**config.mk**
```make
export PLATFORM = sky130hd
export DESIGN_NAME = hub75_column_loader
export DESIGN_NICKNAME = d
export VERILOG_FILES = /design/src/rtl/hub75_column_loader.sv
export SDC_FILE = /design/constraint.sdc
export NUM_CORES = 2
export LEC_CHECK = 0
export BUFFER_PORTS_ARGS = -buffer_cell sky130_fd_sc_hd__buf_2
export CELL_PAD_IN_SITES_DETAIL_PLACEMENT = 0
export CELL_PAD_IN_SITES_GLOBAL_PLACEMENT = 1
export CORE_AREA = 10 10 462 464
export CTS_CLUSTER_DIAMETER = 40
export CTS_CLUSTER_SIZE = 10
export DETAILED_ROUTE_END_ITERATION = 8
export DIE_AREA = 0 0 472 474
export PLACE_DENSITY = 0.52
export SLEW_MARGIN = 5
export SYNTH_ARGS = -nofsm -noshare
export SYNTH_HDL_FRONTEND = slang
export SYNTH_SLANG_ARGS = --single-unit
export TNS_END_PERCENT = 30
```
**constraint.sdc**
```tcl
create_clock -name clk_in -period 8.6 [get_ports clk_in]
set_input_delay 0.86 -clock clk_in [delete_from_list [all_inputs] [get_ports clk_in]]
set_output_delay 0.86 -clock clk_in [all_outputs]
set_load 0.03 [all_outputs]
```
**src/rtl/hub75_column_loader.sv**
```systemverilog
// Streams one theta slice from the voxel frame BRAM, one scan-row pair at a time,
// and presents each pair to the HUB75 output stage over a valid/ready handshake.
module hub75_column_loader #(
    parameter int ROTATIONAL_RES = 180,
    parameter int NUM_COLS       = 64,
    parameter int NUM_ROWS       = 64,
    parameter int SCAN_RATE      = 32,
    parameter int THETA_RES      = 8,
    parameter int PIX_W          = 9,
    parameter int READ_LATENCY   = 2,
    parameter int ADDR_W         = $clog2(ROTATIONAL_RES * SCAN_RATE * NUM_COLS)
) (
    input  logic                          clk_in,
    input  logic                          rst_in,
    input  logic [THETA_RES-1:0]          theta_in,
    input  logic                          theta_valid,
    output logic [ADDR_W-1:0]             bram_addr,
    output logic                          bram_rd_en,
    input  logic [2*PIX_W-1:0]            bram_data,
    output logic [PIX_W*NUM_COLS-1:0]     column_data0,
    output logic [PIX_W*NUM_COLS-1:0]     column_data1,
    output logic [$clog2(SCAN_RATE)-1:0]  col_index,
    output logic                          tvalid,
    input  logic                          tready,
    output logic                          theta_err
);
    localparam int ROW_W = $clog2(SCAN_RATE);
    localparam int COL_W = $clog2(NUM_COLS);
    localparam logic [COL_W-1:0]  LAST_COL    = COL_W'(NUM_COLS - 1);
    localparam logic [ROW_W-1:0]  LAST_ROW    = ROW_W'(SCAN_RATE - 1);
    localparam logic [ADDR_W-1:0] SLICE_WORDS = ADDR_W'(SCAN_RATE * NUM_COLS);
    localparam logic [ADDR_W-1:0] ROW_WORDS   = ADDR_W'(NUM_COLS);

    typedef enum logic [1:0] {IDLE, FETCH, DRAIN, PRESENT} state_t;

    state_t                 state, state_next;
    logic                   pend;
    logic [THETA_RES-1:0]   pend_theta;
    logic [THETA_RES-1:0]   cur_theta;
    logic [ROW_W-1:0]       row;
    logic [COL_W-1:0]       col;
    logic                   pipe_v [READ_LATENCY];
    logic [COL_W-1:0]       pipe_c [READ_LATENCY];

    logic theta_legal, theta_ok, fetch_last, drain_done, handshake;

    assign theta_legal = 32'(theta_in) < ROTATIONAL_RES;
    assign theta_ok    = theta_valid && theta_legal;
    assign fetch_last  = (col == LAST_COL);
    assign drain_done  = pipe_v[READ_LATENCY-1] && (pipe_c[READ_LATENCY-1] == LAST_COL);
    assign handshake   = tvalid && tready;

    always_ff @(posedge clk_in) begin
        if (rst_in) state <= IDLE;
        else        state <= state_next;
    end

    always_comb begin
        state_next = state;
        bram_rd_en = 1'b0;
        bram_addr  = '0;
        case (state)
            IDLE:    if (pend) state_next = FETCH;
            FETCH: begin
                bram_rd_en = 1'b1;
                bram_addr  = ADDR_W'(cur_theta) * SLICE_WORDS
                           + ADDR_W'(row) * ROW_WORDS + ADDR_W'(col);
                if (fetch_last) state_next = DRAIN;
            end
            DRAIN:   if (drain_done) state_next = PRESENT;
            PRESENT: if (handshake) state_next = FETCH;
            default: state_next = IDLE;
        endcase
    end

    always_ff @(posedge clk_in) begin
        if (rst_in) begin
            pend         <= 1'b0;
            pend_theta   <= '0;
            cur_theta    <= '0;
            row          <= '0;
            col          <= '0;
            tvalid       <= 1'b0;
            col_index    <= '0;
            theta_err    <= 1'b0;
            column_data0 <= '0;
            column_data1 <= '0;
            for (int unsigned i = 0; i < READ_LATENCY; i++) begin
                pipe_v[i] <= 1'b0;
                pipe_c[i] <= '0;
            end
        end else begin
            theta_err <= theta_valid && !theta_legal;

            if (state == IDLE && pend) begin
                cur_theta <= pend_theta;
                row       <= '0;
                pend      <= 1'b0;
            end
            // A strobe landing in the same cycle as IDLE consumption stays pending.
            if (theta_ok) begin
                pend       <= 1'b1;
                pend_theta <= theta_in;
            end

            if (state == FETCH) col <= fetch_last ? '0 : col + 1'b1;

            if (state == DRAIN && drain_done) begin
                tvalid    <= 1'b1;
                col_index <= row;
            end

            // Row boundary: a strobe arriving with the handshake beats the stored one.
            if (state == PRESENT && handshake) begin
                tvalid <= 1'b0;
                if (theta_ok) begin
                    cur_theta <= theta_in;
                    pend      <= 1'b0;
                    row       <= '0;
                end else if (pend) begin
                    cur_theta <= pend_theta;
                    pend      <= 1'b0;
                    row       <= '0;
                end else if (row == LAST_ROW) begin
                    row <= '0;
                end else begin
                    row <= row + 1'b1;
                end
            end

            pipe_v[0] <= bram_rd_en;
            pipe_c[0] <= col;
            for (int unsigned i = 1; i < READ_LATENCY; i++) begin
                pipe_v[i] <= pipe_v[i-1];
                pipe_c[i] <= pipe_c[i-1];
            end

            if (pipe_v[READ_LATENCY-1]) begin
                column_data0[PIX_W*pipe_c[READ_LATENCY-1] +: PIX_W] <= bram_data[PIX_W-1:0];
                column_data1[PIX_W*pipe_c[READ_LATENCY-1] +: PIX_W] <= bram_data[2*PIX_W-1:PIX_W];
            end
        end
    end
endmodule

```
# ---- After elaboration in Yosys (flattened, before gate mapping)
# Memory sizes are Yosys's and may differ from the RTL's.
# Cells that the tools add are included.
dict set report classes {
  n_mul 1
  muxes 31
  bitwise 4
  reduce_logical 12
  n_eq_ne 10
  magnitude_cmp 1
  div_mod_pow 0
  addsub 5
  shifts 3
}
# cell n
set ops {}
lappend ops {{$bwmux 576} 2}
lappend ops {{$shiftx 9x34->576} 2}
lappend ops {{$shift 9x34->576 const A} 1}
lappend ops {{$neg 10->34} 1}
lappend ops {{$mux 8} 4}
lappend ops {{$mux 5} 5}
lappend ops {{$add 19x11->19} 1}
lappend ops {{$add 19x6->19} 1}
lappend ops {{$mux 19} 1}
lappend ops {{$mux 6} 3}
lappend ops {{$eq 6x6->1 const B} 2}
lappend ops {{$mux 1} 11}
lappend ops {{$mul 4x6->10 const A} 1}
lappend ops {{$lt 8x8->1 const B} 1}
lappend ops {{$mux 2} 4}
lappend ops {{$ne 2x2->1 const B} 4}
lappend ops {{$pmux 2 s4} 1}
lappend ops {{$logic_and 1x1->1} 7}
lappend ops {{$add 6x1->6 const B} 1}
lappend ops {{$add 5x1->5 const B} 1}
lappend ops {{$eq 5x5->1 const B} 1}
lappend ops {{$eq 2x2->1 const B} 2}
lappend ops {{$or 1x1->1} 4}
lappend ops {{$reduce_and 4->1} 1}
lappend ops {{5 further kinds} 5}
dict set report word_totals {
  mem_bits_ro 0
  output_inout_bits 1179
  memories 2
  latchBits 0
  ff_bits 1189
  input_bits 30
  ram_bits 14
}
# name depth width read_ports rd_clocked_by_memory_dff write_ports line_no
set mem_list {}
lappend mem_list {pipe_c 2 6 2 0 2 43} ;# logic [COL_W-1:0] pipe_c [READ_LATENCY];
lappend mem_list {pipe_v 2 1 2 0 2 42} ;# logic pipe_v [READ_LATENCY];

# ---- Longest topological paths before layout
dict set report depth {
  word_depth 7
  mapped_depth 12
  mapped_depth_nobuf 7
}

# ---- Least setup slack after synthesis
# OpenSTA, ideal clock, no wires.
dict set report synth_timing {
  path_type {flip-flop to flip-flop}
  startpoint {mem pipe_c[0][6] in the netlist's numbering}
  endpoint {reg column_data0[54]}
  setup_slack_ns 5.620
  n_path_buf 3
  setup_ns 0.061
  path_stages_with_launch 11
  period_less_slack_ns 2.980
  arrival_time_ns 2.919
  cell_sequence {dfxtp_1 -> buf_2 -> inv_1 -> ha_1 -> clkbuf_1 -> nand2_1 -> o41ai_2 -> or3b_2 -> nor2_1 -> clkbuf_1 -> a32o_1}
}
# item line_no
set synth_rtl {}
lappend synth_rtl {{start: declaration} 43}
lappend synth_rtl {{end signal: indexed assignment} 139} ;# column_data0[PIX_W*pipe_c[READ_LATENCY-1] +: PIX_W] <= bram_data[PIX_W-1:0];
lappend synth_rtl {{end: declaration} 20} ;# output logic [PIX_W*NUM_COLS-1:0] column_data0,

==> results.yml <==
route:
  drt_pass1_iterations: 5
  antenna_left: 0
  wl_per_cell_um: 28.36
  via_count: 38199
  drt_iter0_drc: 2327
  wirelength_mm: 241.5
  drc_errors: 0
  via_per_inst: 4.486
yosys:
  synth_fp_nets: 4516
  netlist_area_um2: 45450
  avgSynthCellArea_um2: 10.16
  ys_seq_area_share_pct: 52.99
  synth_ff_type: "dfxtp_1"
  yosys_warnings: 0
  ys_ff_latch: 1203
  synth_edf_count: 0
  synth_cell_types: 70
  postSynthCellCount: 4473
  async_reset_ff_share_pct: 0
clock_network:
  cts_root_buf: "clkbuf_16"
  post-cts-setup-buffer-count: 0
  clock_latency_ns: 0.87
  numClockSinks: 1203
  cts_buffers: 231
  clk_pin_slew_worst_paths_ns: 0.05
  htreeDepth: 4
  postCtsHoldBufs: 0
  clockBufferDepth: 3
  cts_tree: "done"
  cts.repair.resized: 0
cells_and_area:
  layout-drive-gt1-share_pct: 34.03
  multi_input_comb_area_um2: 19860
  final_common_cell: "dfxtp_1"
  layout_common_cells: "dfxtp_1 (1203), buf_2 (1198), nand2_1 (975)"
  num-nets-final: 5662
  area.sequential_um2: 24080
  fillers: 21460
  area_delta_synth_final_pct: 38.04
  post-route-util_pct: 30.76
timing:
  fin_tns_setup_ns: 0
  setup_viol_count_final: 0
  max_freq_ghz: 0.2471
  finClkSkew_ns: 0.06829
  maxSlewViolCount: 0
  hold_viol_final: 0
  period_share_pct: 47.06
  timing.slew.headroom_pct: 21.21
  rsz0062_at_grt: "no"
  period_needed_ns: 4.048
  worst_pin_slew_ns: 1.182
power:
  p_sw_mw: 3.876
  p_seq_share_pct: 35.2
  ir_drop_v: 0.0002017
  comb_power_share_pct: 3.7
  p_clk_share_pct: 61.1
  swShare_pct: 24.28
  p_per_area_nw_per_um2: 254.4
  p_int_mw: 12.09
  total_power_mw: 15.97
  p_leak_nw: 29.72
global_routing:
  track_usage_pct: 20.45
  antenna_found_initial: 21
  grt_pass1_wl_mm: 325.9
  grt_pass1_vias: 38377
  grt_max_degree: 173
  grt_remaining_overflow: 0
setup_path:
  end_kind: "flip-flop"
  path_class: "flip-flop to flip-flop"
  critPathLaunchType: "flip-flop"
  rr_endpoint: "column_data1[79]"
  cpPeakStageDelay_ns: 0.92
  worstPathCellList: "inv_1 > ha_1 > nor3b_1 > o21ai_0 > nor2_1 > nand3_2 > mux2i_1"
  rrSetupSlack_ns: 4.55
  worstPathArrival_ns: 4.80
  r2r_start: "pipe_c[0][6]"
  rr_worst_depth: 7
  worst_path_max_delay_cell: "nor2_1"
  cp_max_fo: 18
  required_ns: 9.35
hold_path:
  min_path_type: "primary input to flip-flop"
  hp-start: "theta_in[1]"
  whs_endpoint: "pend_theta[1]"
  hold_depth: 3
place:
  post-dp-hpwl_mm: 172.8
  gp_congestion: 0.8138
  portBuffers: 1208
floorplanning:
  start_util_pct: 22.28
  core-area_um2: 204000
  die_h_um: 474
  dieArea_um2: 223700
  pin_count: 1209
  die_w_um: 472
  num_rows: 166
run_status:
  outcome: "complete, no violations"
run:
  drv_cap: 0
==> stage by stage <==
stage / hold slack [ns] / setup WS (ns) / cells / instance area, µm²
after floorplan: 0.4138 / 5.620 / 4473 / 45450
after global placement: 0.4351 / 4.487 / 8073 / 54150
after detailed placement: 0.4350 / 4.479 / 8074 / 54190
after CTS: 0.1867 / 4.494 / 8512 / 62740
after global routing: 0.2257 / 4.158 / 8514 / 62740
final: 0.2696 / 4.552 / 8515 / 62740
==> routing by layer <==
layer	up-vias	GRT usage (%)	share of wire (%)	routed length (µm)
met4	0	7.509	3.8	9170
met3	308	7.626	8.4	20390
met1	18821	23.88	41	98160
met2	1405	34.11	47	113800
met5	-	0	0	0
li1	17665	-	-	-
==> worst max-delay path by stage <==
stage	slack (ns)	endpoint	start
floorplan	5.62	column_data0[54]	pipe_c[0][6]
global placement	4.49	column_data1[401]	pipe_c[0][6]
detailed placement	4.48	column_data1[398]	pipe_c[0][6]
CTS	4.49	column_data0[435]	pipe_c[0][6]
global route	4.16	column_data0[401]	pipe_c[0][6]
finish	4.55	column_data1[79]	pipe_c[0][6]
==> synthesized netlist by cell type, types with 4 or more instances <==
cell      count  share of area, %
a31o_2       19              0.37
nand3_1      84              0.92
nand2_1     975               8.1
clkbuf_1    270               2.2
buf_4        23              0.38
nor4_1       19              0.26
nor2_1      157               1.3
nor3b_1       6             0.099
or3_1         8              0.11
o211ai_1     21              0.35
and3_1       16              0.22
dfxtp_1    1203                53
nor2b_1     179               2.5
buf_1        11             0.091
and2_1       25              0.34
ha_1         13              0.36
mux2_2      157               3.9
o21ai_0      42              0.46
nand4_1      75               1.0
xor2_1        4             0.077
mux2_4        5              0.17
mux2i_1     819                18
inv_1        17              0.14
buf_2        70              0.77
a31oi_1      10              0.14
nand2_2      11              0.15
nand3_2       8              0.18
or2_2         4             0.055
nand3b_1      4             0.066
a21oi_1      35              0.39
nor3_1        8             0.088
a221oi_1      6              0.12
buf_6        12              0.30
a32o_1      108               2.4
==> state kept, by name, indices dropped and copies added, names as in the netlist, named ones only <==
register	cells
row	5
state	2
pipe_v	2
column_data1	576
pend	1
pipe_c	12
column_data0	576
pend_theta	8
col_index	5
tvalid	1
theta_err	1
col	6
==> final cells by class <==
cell class	instances	share of cell area, %
Antenna cell	3	0.01196
Clock buffer	286	10.13
Clock inverter	152	3.496
Inverter	17	0.1137
Multi-Input combinational cell	2867	31.65
Sequential cell	1203	38.38
Tap cell	2688	5.360
Timing Repair Buffer	1299	10.85
==> cell families (layout without fill, tap and decap cells) <==
logic type,Yosys count,in the layout,share of synthesized area (%)
multiplexers,982,982,22.12
other,0,3,0
AO/OA/AOI/OAI,271,271,4.856
adder cells (fa/ha/maj),13,13,0.3579
AND/OR/NAND/NOR,1594,1594,15.64
XOR/XNOR,7,7,0.1349
buffers and inverters,403,1754,3.909
flip-flops,1203,1203,52.99
==> critical path, delay by kind of cell, from the launching register on <==
family                     cells  cell delay, ns
and+or+nand+nor                3            2.09
DFF                            1            0.50
AOI/OAI and AO/OA              1            0.39
buffers and inverters          1            0.18
adders and majority gates      1            0.39
muxes                          1            0.40
==> power groups by stage <==
stage | Sequential, mW | Combinational (mW) | Clock [mW]
floorplan | 5.74 | 0.293 | 0
detailed placement | 5.74 | 0.601 | 0
global route | 5.62 | 0.627 | 10.2
finish | 5.62 | 0.585 | 9.76
global placement | 5.74 | 0.602 | 0
CTS | 5.62 | 0.602 | 9.93
Note: power is estimated with default switching activity, not from simulation.
